`src/rtl/fwd_scoreboard_unit_if.sv`:
```
// EX-stage issue bundle and forwarding results for fwd_scoreboard_unit.
// FWD_STATS_EN adds the stallCount/fwdCount statistics outputs.
interface fwd_scoreboard_unit_if #(
  parameter int REG_W     = 4,
  parameter int NUM_SRC   = 2,
  parameter int FWD_DEPTH = 2,
  parameter int SEL_W     = $clog2(FWD_DEPTH+1)
);
  logic                     exValid;
  logic                     exWbEn;
  logic                     exIsLoad;
  logic [REG_W-1:0]         exDest;
  logic [NUM_SRC*REG_W-1:0] src;
  logic [NUM_SRC-1:0]       srcUsed;
  logic                     flush;
  logic                     freeze;
  logic [NUM_SRC*SEL_W-1:0] sel;
  logic                     stall;
`ifdef FWD_STATS_EN
  logic [15:0]              stallCount;
  logic [15:0]              fwdCount;

  modport master (output exValid, exWbEn, exIsLoad, exDest, src, srcUsed, flush, freeze,
                  input  sel, stall, stallCount, fwdCount);
  modport slave  (input  exValid, exWbEn, exIsLoad, exDest, src, srcUsed, flush, freeze,
                  output sel, stall, stallCount, fwdCount);
`else
  modport master (output exValid, exWbEn, exIsLoad, exDest, src, srcUsed, flush, freeze,
                  input  sel, stall);
  modport slave  (input  exValid, exWbEn, exIsLoad, exDest, src, srcUsed, flush, freeze,
                  output sel, stall);
`endif
endinterface

```
`src/rtl/fwd_scoreboard_unit.sv`:
```
// Forwarding/load-use hazard unit with its own post-EX destination shift register.
// Optional statistics counters are built when FWD_STATS_EN is defined.
module fwd_src_lane #(
  parameter int REG_W     = 4,
  parameter int FWD_DEPTH = 2,
  parameter int SEL_W     = 2
) (
  input  logic [FWD_DEPTH-1:0]            i_stg_act,
  input  logic [FWD_DEPTH-1:0][REG_W-1:0] i_stg_dest,
  input  logic                            i_ld1,
  input  logic [REG_W-1:0]                i_src,
  input  logic                            i_used,
  output logic [SEL_W-1:0]                o_sel,
  output logic                            o_haz
);
  logic [FWD_DEPTH-1:0] w_cand;

  always_comb begin
    o_sel = '0;
    for (int k = 0; k < FWD_DEPTH; k++)
      w_cand[k] = i_used & i_stg_act[k] & (i_stg_dest[k] == i_src);
    // Scan oldest to youngest so the youngest candidate is the last to write
    for (int k = FWD_DEPTH-1; k >= 0; k--)
      if (w_cand[k]) o_sel = SEL_W'(k+1);
    o_haz = w_cand[0] & i_ld1;
  end
endmodule

module fwd_scoreboard_unit #(
  parameter int REG_W     = 4,
  parameter int NUM_SRC   = 2,
  parameter int FWD_DEPTH = 2
) (
  input  logic                  clk,
  input  logic                  rstN,
  fwd_scoreboard_unit_if.slave  bus
);
  localparam int SEL_W = $clog2(FWD_DEPTH+1);

  typedef struct packed {
    logic             vld;
    logic             wb;
    logic             ld;
    logic [REG_W-1:0] dest;
  } stg_t;

  stg_t                            r_stg [FWD_DEPTH];
  logic [FWD_DEPTH-1:0]            w_act;
  logic [FWD_DEPTH-1:0][REG_W-1:0] w_dest;
  logic [NUM_SRC-1:0][SEL_W-1:0]   w_sel;
  logic [NUM_SRC-1:0]              w_haz;
  logic                            w_stall;
  logic                            w_issue;

  always_comb begin
    for (int k = 0; k < FWD_DEPTH; k++) begin
      w_act[k]  = r_stg[k].vld & r_stg[k].wb;
      w_dest[k] = r_stg[k].dest;
    end
  end

  for (genvar i = 0; i < NUM_SRC; i++) begin : g_lane
    fwd_src_lane #(.REG_W(REG_W), .FWD_DEPTH(FWD_DEPTH), .SEL_W(SEL_W)) u_lane (
      .i_stg_act  (w_act),
      .i_stg_dest (w_dest),
      .i_ld1      (r_stg[0].ld),
      .i_src      (bus.src[i*REG_W +: REG_W]),
      .i_used     (bus.srcUsed[i]),
      .o_sel      (w_sel[i]),
      .o_haz      (w_haz[i])
    );
  end

  assign w_stall   = bus.exValid & ~bus.flush & (|w_haz);
  assign w_issue   = bus.exValid & ~w_stall & ~bus.flush;
  assign bus.sel   = w_sel;
  assign bus.stall = w_stall;

  // Stage 1 is index 0; stall and flush both turn the entering slot into a bubble
  always_ff @(posedge clk or negedge rstN) begin
    if (!rstN) begin
      for (int k = 0; k < FWD_DEPTH; k++) r_stg[k] <= '0;
    end else if (!bus.freeze) begin
      r_stg[0] <= w_issue ? stg_t'{1'b1, bus.exWbEn, bus.exIsLoad, bus.exDest} : '0;
      for (int k = 1; k < FWD_DEPTH; k++) r_stg[k] <= r_stg[k-1];
    end
  end

`ifdef FWD_STATS_EN
  logic [15:0] r_stall_cnt;
  logic [15:0] r_fwd_cnt;
  logic        w_fwd_any;

  assign w_fwd_any = |w_sel;

  always_ff @(posedge clk or negedge rstN) begin
    if (!rstN) begin
      r_stall_cnt <= '0;
      r_fwd_cnt   <= '0;
    end else if (!bus.freeze) begin
      if (w_stall && r_stall_cnt != 16'hFFFF) r_stall_cnt <= r_stall_cnt + 16'd1;
      if (w_issue && w_fwd_any && r_fwd_cnt != 16'hFFFF) r_fwd_cnt <= r_fwd_cnt + 16'd1;
    end
  end

  assign bus.stallCount = r_stall_cnt;
  assign bus.fwdCount   = r_fwd_cnt;
`endif
endmodule
```
`src/flat_wrapper.sv`:
```
// flat-port wrapper written by rule: the top's interface ports become plain ports
module fwd_scoreboard_unit_flat 
#(
  parameter int REG_W     = 4,
  parameter int NUM_SRC   = 2,
  parameter int FWD_DEPTH = 2
)
  (clk, rstN, bus_exValid, bus_exWbEn, bus_exIsLoad, bus_exDest, bus_src, bus_srcUsed, bus_flush, bus_freeze, bus_sel, bus_stall);
  fwd_scoreboard_unit_if #(.REG_W(REG_W), .NUM_SRC(NUM_SRC), .FWD_DEPTH(FWD_DEPTH)) bus_i ();
  input  logic clk;
  input  logic rstN;
  input wire logic [$bits(bus_i.exValid)-1:0] bus_exValid;
  input wire logic [$bits(bus_i.exWbEn)-1:0] bus_exWbEn;
  input wire logic [$bits(bus_i.exIsLoad)-1:0] bus_exIsLoad;
  input wire logic [$bits(bus_i.exDest)-1:0] bus_exDest;
  input wire logic [$bits(bus_i.src)-1:0] bus_src;
  input wire logic [$bits(bus_i.srcUsed)-1:0] bus_srcUsed;
  input wire logic [$bits(bus_i.flush)-1:0] bus_flush;
  input wire logic [$bits(bus_i.freeze)-1:0] bus_freeze;
  output wire logic [$bits(bus_i.sel)-1:0] bus_sel;
  output wire logic [$bits(bus_i.stall)-1:0] bus_stall;
  assign bus_i.exValid = bus_exValid;
  assign bus_i.exWbEn = bus_exWbEn;
  assign bus_i.exIsLoad = bus_exIsLoad;
  assign bus_i.exDest = bus_exDest;
  assign bus_i.src = bus_src;
  assign bus_i.srcUsed = bus_srcUsed;
  assign bus_i.flush = bus_flush;
  assign bus_i.freeze = bus_freeze;
  assign bus_sel = bus_i.sel;
  assign bus_stall = bus_i.stall;
  fwd_scoreboard_unit #(.REG_W(REG_W), .NUM_SRC(NUM_SRC), .FWD_DEPTH(FWD_DEPTH)) u_core (.clk(clk), .rstN(rstN), .bus(bus_i));
endmodule
```
`config.mk`:
```
export PLATFORM = sky130hd
export DESIGN_NAME = fwd_scoreboard_unit_flat
export DESIGN_NICKNAME = d
export VERILOG_FILES = /design/src/rtl/fwd_scoreboard_unit_if.sv /design/src/rtl/fwd_scoreboard_unit.sv /design/src/flat_wrapper.sv
export SDC_FILE = /design/constraint.sdc
export NUM_CORES = 1
export LEC_CHECK = 0
export CAP_MARGIN = 20
export CORE_MARGIN = 1
export CORE_UTILIZATION = 25
export CTS_CLUSTER_SIZE = 20
export DETAILED_ROUTE_END_ITERATION = 10
export GPL_TIMING_DRIVEN = 0
export SLEW_MARGIN = 25
export SYNTH_ARGS = -nofsm -noshare
export SYNTH_HDL_FRONTEND = slang
export SYNTH_SLANG_ARGS = --single-unit
```
`constraint.sdc`:
```
create_clock -name clk -period 1.4 [get_ports clk]
set_input_delay 0.28 -clock clk [delete_from_list [all_inputs] [get_ports clk]]
set_output_delay 0.28 -clock clk [all_outputs]
set_load 0.02 [all_outputs]
```
* Yosys cells after proc, flatten, opt, wreduce, memory -nomap -nowiden
Index checks and enable logic that the tools add are counted.
** Word-level totals
- Bits in registers :: 13
- Bits in latches :: 0
- Memory bits (writable) :: 0
- ROM bits :: 0
- Logic and storage cells :: 35
- Memories kept :: 0
** Cells by class
- Add/subtract/negate cells :: 0
- Multipliers :: 0
- Divide/modulo/power cells :: 0
- Order comparisons :: 0
- Equality and inequality tests :: 4
- Shift-type cells :: 0
- Multiplexer cells :: 5
- Bitwise gates (word level) :: 18
- Reductions and logical operators :: 1
** Operators by type and width (count)
- $and A1 B1 Y1 :: 16
- $eq A4 B4 Y1 :: 4
- $mux W2 :: 4
- $mux W7 :: 1
- $not A1 Y1 :: 2
- $reduce_or A2 Y1 :: 1

* Logic depth before layout (Yosys ltp)
- Depth after elaboration :: 10
- Depth in mapped cells :: 5

* Cells and area by module
From an unflattened synthesis, not the netlist that was laid out.
** Second synthesis, totals
- Cell total of the unflattened synthesis :: 74
- Area, all modules :: 767.0 um^2
** Modules (own cells, without submodules)
- fwd_scoreboard_unit :: times used 1, cells an instance 46, area each 549.3 um^2, sequential area each 325.3 um^2
- fwd_src_lane :: times used 2, cells an instance 14, area each 108.9 um^2, sequential area each 0.0 um^2

* Worst setup path after synthesis
Ideal clock, no wire load.
- Path type :: register to output
- From :: reg u_core.r_stg[10] (netlist name)
- To :: out bus_stall
- Data arrival time :: 1.970 ns
- Setup slack :: -0.850 ns
- Stages on the path, launching flop included :: 5
- Cells stage by stage :: dfrtp_1 xor2_1 nor4_2 nor2_1 nor3b_1
** Between the ends
- Longest elaborated chain between the ends :: 5
- Elaborated cells between the ends (all ways) :: 8
- Those cells by class :: eq/ne: 2; bitwise: 5; reduce/logical: 1
** RTL lines
- start: declaration :: line fwd_scoreboard_unit.sv:47 : stg_t r_stg [FWD_DEPTH];
- $eq A4 B4 Y1 :: line fwd_scoreboard_unit.sv:21 : w_cand[k] = i_used & i_stg_act[k] & (i_stg_dest[k] == i_src);
- $and A1 B1 Y1 :: line fwd_scoreboard_unit.sv:21
- $and A1 B1 Y1 :: line fwd_scoreboard_unit.sv:25 : o_haz = w_cand[0] & i_ld1;
- $reduce_or A2 Y1 (*) :: line fwd_scoreboard_unit.sv:74 : assign w_stall = bus.exValid & ~bus.flush & (|w_haz);
- $and A1 B1 Y1 (*) :: line fwd_scoreboard_unit.sv:74
- end: declaration :: line flat_wrapper.sv:21 : output wire logic [$bits(bus_i.stall)-1:0] bus_stall;
Mark *: on every way between the ends. The rest lies on a longest branch, timed or not.

* Worst setup path after layout
- From :: reg u_core.r_stg[7] (netlist name)
- To :: out bus_stall
Same word-level chain as after synthesis.

==> impl_metrics.ini <==
[cts]
clockBufferDepth = 2
path_clk_slew_ns = 0.07
cts-htree-levels = 1
cts_hold_buf = 0
cts_root_buf = clkbuf_4
clock_sinks = 13
clk_latency_ns = 0.27
cts_tree = built
cts_buffers = 3

[placed_design]
gp_congestion = 0.8056
port_buffers = 25
numPlacedInstances = 114
hpwlAfterDp_mm = 1.366

[setup_path]
path_cells = xor2_2 -> nor4_4 -> buf_4 -> nor2_2 -> nor3b_2 -> buf_4
path_common_cell = buf_4
crit_family = simple AND/OR/NAND/NOR gates
r2r_slack_ns = -0.45
slowest_delay_ns = 0.44
crit_type = reg2out
required_ns = 1.12
path_buf_inv = 2
worst_path_max_delay_cell = dfrtp_2
arrival_ns = 1.73
crit_path_end_kind = output port
cp-start-kind = flop
worstPathMaxFanout = 3

[floorplan]
core-area_um2 = 2758
ios = 26
initial_core_util_pct = 26.36
die_y_um = 55.93
dieArea_um2 = 3128
rows = 19
die_w_um = 55.93

[cells_and_area]
fin_cells = 128
nets = 119
antennaDiodeCount = 0
reg_top3 = u_core.r_stg (13)
fillers = 267
area_delta_synth_final_pct = 64.03
regMostFlops = u_core.r_stg
drive_gt1_share_pct = 40.21
largest_reg_flops = 13
fin_util_pct = 43.24

[sta]
hold_viol = 0
fin_hold_ws_ns = 0.3798
slew_violations = 0
tightest_slew_ns = 0.6033
fin_crit_sh_pct = 143.3
finalWorstSetupSlack_ns = -0.6056
grt_setup_unrepaired = true
finalSetupViolCount = 12
max_freq_ghz = 0.4986
fin_crit_ns = 2.006
clock_skew_ns = 0.0005680
maxSlewHeadroom_pct = 59.66

[logic_synthesis]
synthCells = 58
synth_top_area_share_pct = 44.75
ys_top_cells_by_area = dfrtp_1 45%, xnor2_1 12%, mux2_2 9.3%
synth_edf_count = 0
yosysMostFrequentCell = dfrtp_1
ys.flop_type = dfrtp_1
synth-seq-cells = 13
synthTopCellsByCount = 13 x dfrtp_1, 10 x xnor2_1, 6 x a22o_1, 6 x mux2_2, 6 x xor2_1
yosysWarningCount = 0
async_flop_share_pct = 100.0
syn_avg_cell_area_um2 = 12.53
synth_seq_area_share_pct = 44.75
syn_area_um2 = 726.9
yosysUniqueCellTypes = 17
synth_area_leader_cell = dfrtp_1
syn_nets = 79

[power]
p_leak_nw = 0.5006
power_uw = 948.0
ir_worst_vdd_v = 0.0005100
cellPowerDensity_nw_per_um2 = 795.0

[global_routing]
antenna_found_initial = 0
grt_pass1_vias = 658
grt_usage_pct = 12.91
overflow = 0
grt_max_degree = 14
grt_pass1_wl_mm = 3.070

[hold_path]
min_path_type = in2async

[detailed_routing]
drt-pass1-iter-count = 4
avgViaCountPerCell = 4.758
drt-total-wl_mm = 1.829
vias = 609
drtIter0Drc = 18
route.detailed.drc = 0
wl_per_cell_um = 14.29
postRouteAntennaNets = 0

[flow_run]
cap_violations = 0

[run_status]
violations = setup timing
status = complete, but fails checks
-- where the power goes --
| part | total (mW) | internal (mW) | switching (mW) |
|---|---|---|---|
| Sequential | 0.463 | 0.418 | 0.0458 |
| Combinational | 0.254 | 0.151 | 0.103 |
| Clock | 0.230 | 0.111 | 0.120 |
| Total | 0.948 | 0.679 | 0.269 |
-- cell usage in the layout, fill, tap and decap left out, types with 2 or more instances in the layout --
cell type / instances
nand3_1: 2
clkbuf_4: 4
a22o_1: 6
nor4_4: 2
buf_4: 10
xor2_1: 2
xnor2_1: 9
mux2_2: 6
buf_6: 5
xor2_2: 4
clkdlybuf4s50_1: 14
nand4_1: 4
dfrtp_2: 2
dfrtp_1: 11
dlygate4sd2_1: 6
-- routing by layer --
layer | vias to the layer above | wire length, µm | track usage [%] | part of all wire, %
li1 | 290 | - | - | -
met1 | 301 | 751 | 15.56 | 41
met2 | 18 | 970 | 22.55 | 53
met3 | 0 | 107 | 4.651 | 5.9
met4 | 0 | 0 | 2.091 | 0
met5 | - | 0 | 0 | 0
-- path summary, 6_finish.rpt --
kind                                           endpoint                    startpoint  cells after the start
min                        u_core.r_stg[10]$_DFFE_PN0N_                          rstN                      1
min reg2reg                u_core.r_stg[11]$_DFFE_PN0N_  u_core.r_stg[11]$_DFFE_PN0N_                      1
max in group asynchronous   u_core.r_stg[8]$_DFFE_PN0N_                          rstN                      1
max reg2reg                 u_core.r_stg[8]$_DFFE_PN0N_   u_core.r_stg[9]$_DFFE_PN0N_                      8
min in group clk           u_core.r_stg[11]$_DFFE_PN0N_  u_core.r_stg[11]$_DFFE_PN0N_                      1
max                                           bus_stall   u_core.r_stg[7]$_DFFE_PN0N_                      6
-- repair_timing --
item                                    CTS  global route
endpoints found under the setup margin   15            12
pin swaps                                10             4
gates resized for setup                  47             4
setup buffers                             8             2
-- cell type report --
cell class	count	area, µm²	share of cell area [%]
Clock buffer	4	26.28	2.204
Multi-Input combinational cell	44	467.9	39.24
Timing Repair Buffer	35	324.1	27.18
Tap cell	31	38.79	3.253
Sequential cell	13	327.8	27.49
Buffer	1	7.507	0.6296
-- logic make-up after synthesis --
group / share of synthesized area (%)
simple gates: 14.11
mux: 9.294
flops: 44.75
xor+xnor: 19.28
buf+inv: 0.5159
compound gates: 12.05
-- per-stage QoR --
step | cell area [µm²] | TNS [ns] | worst slack, ns
after floorplan | 740.7 | -2.399 | -0.4752
after global placement | 1030 | -10.97 | -1.200
after detailed placement | 1030 | -11.59 | -1.272
after CTS | 1162 | -6.085 | -0.6555
after global routing | 1192 | -6.532 | -0.7055
final | 1192 | -5.521 | -0.6056
Note: power is estimated with default switching activity, not from simulation.
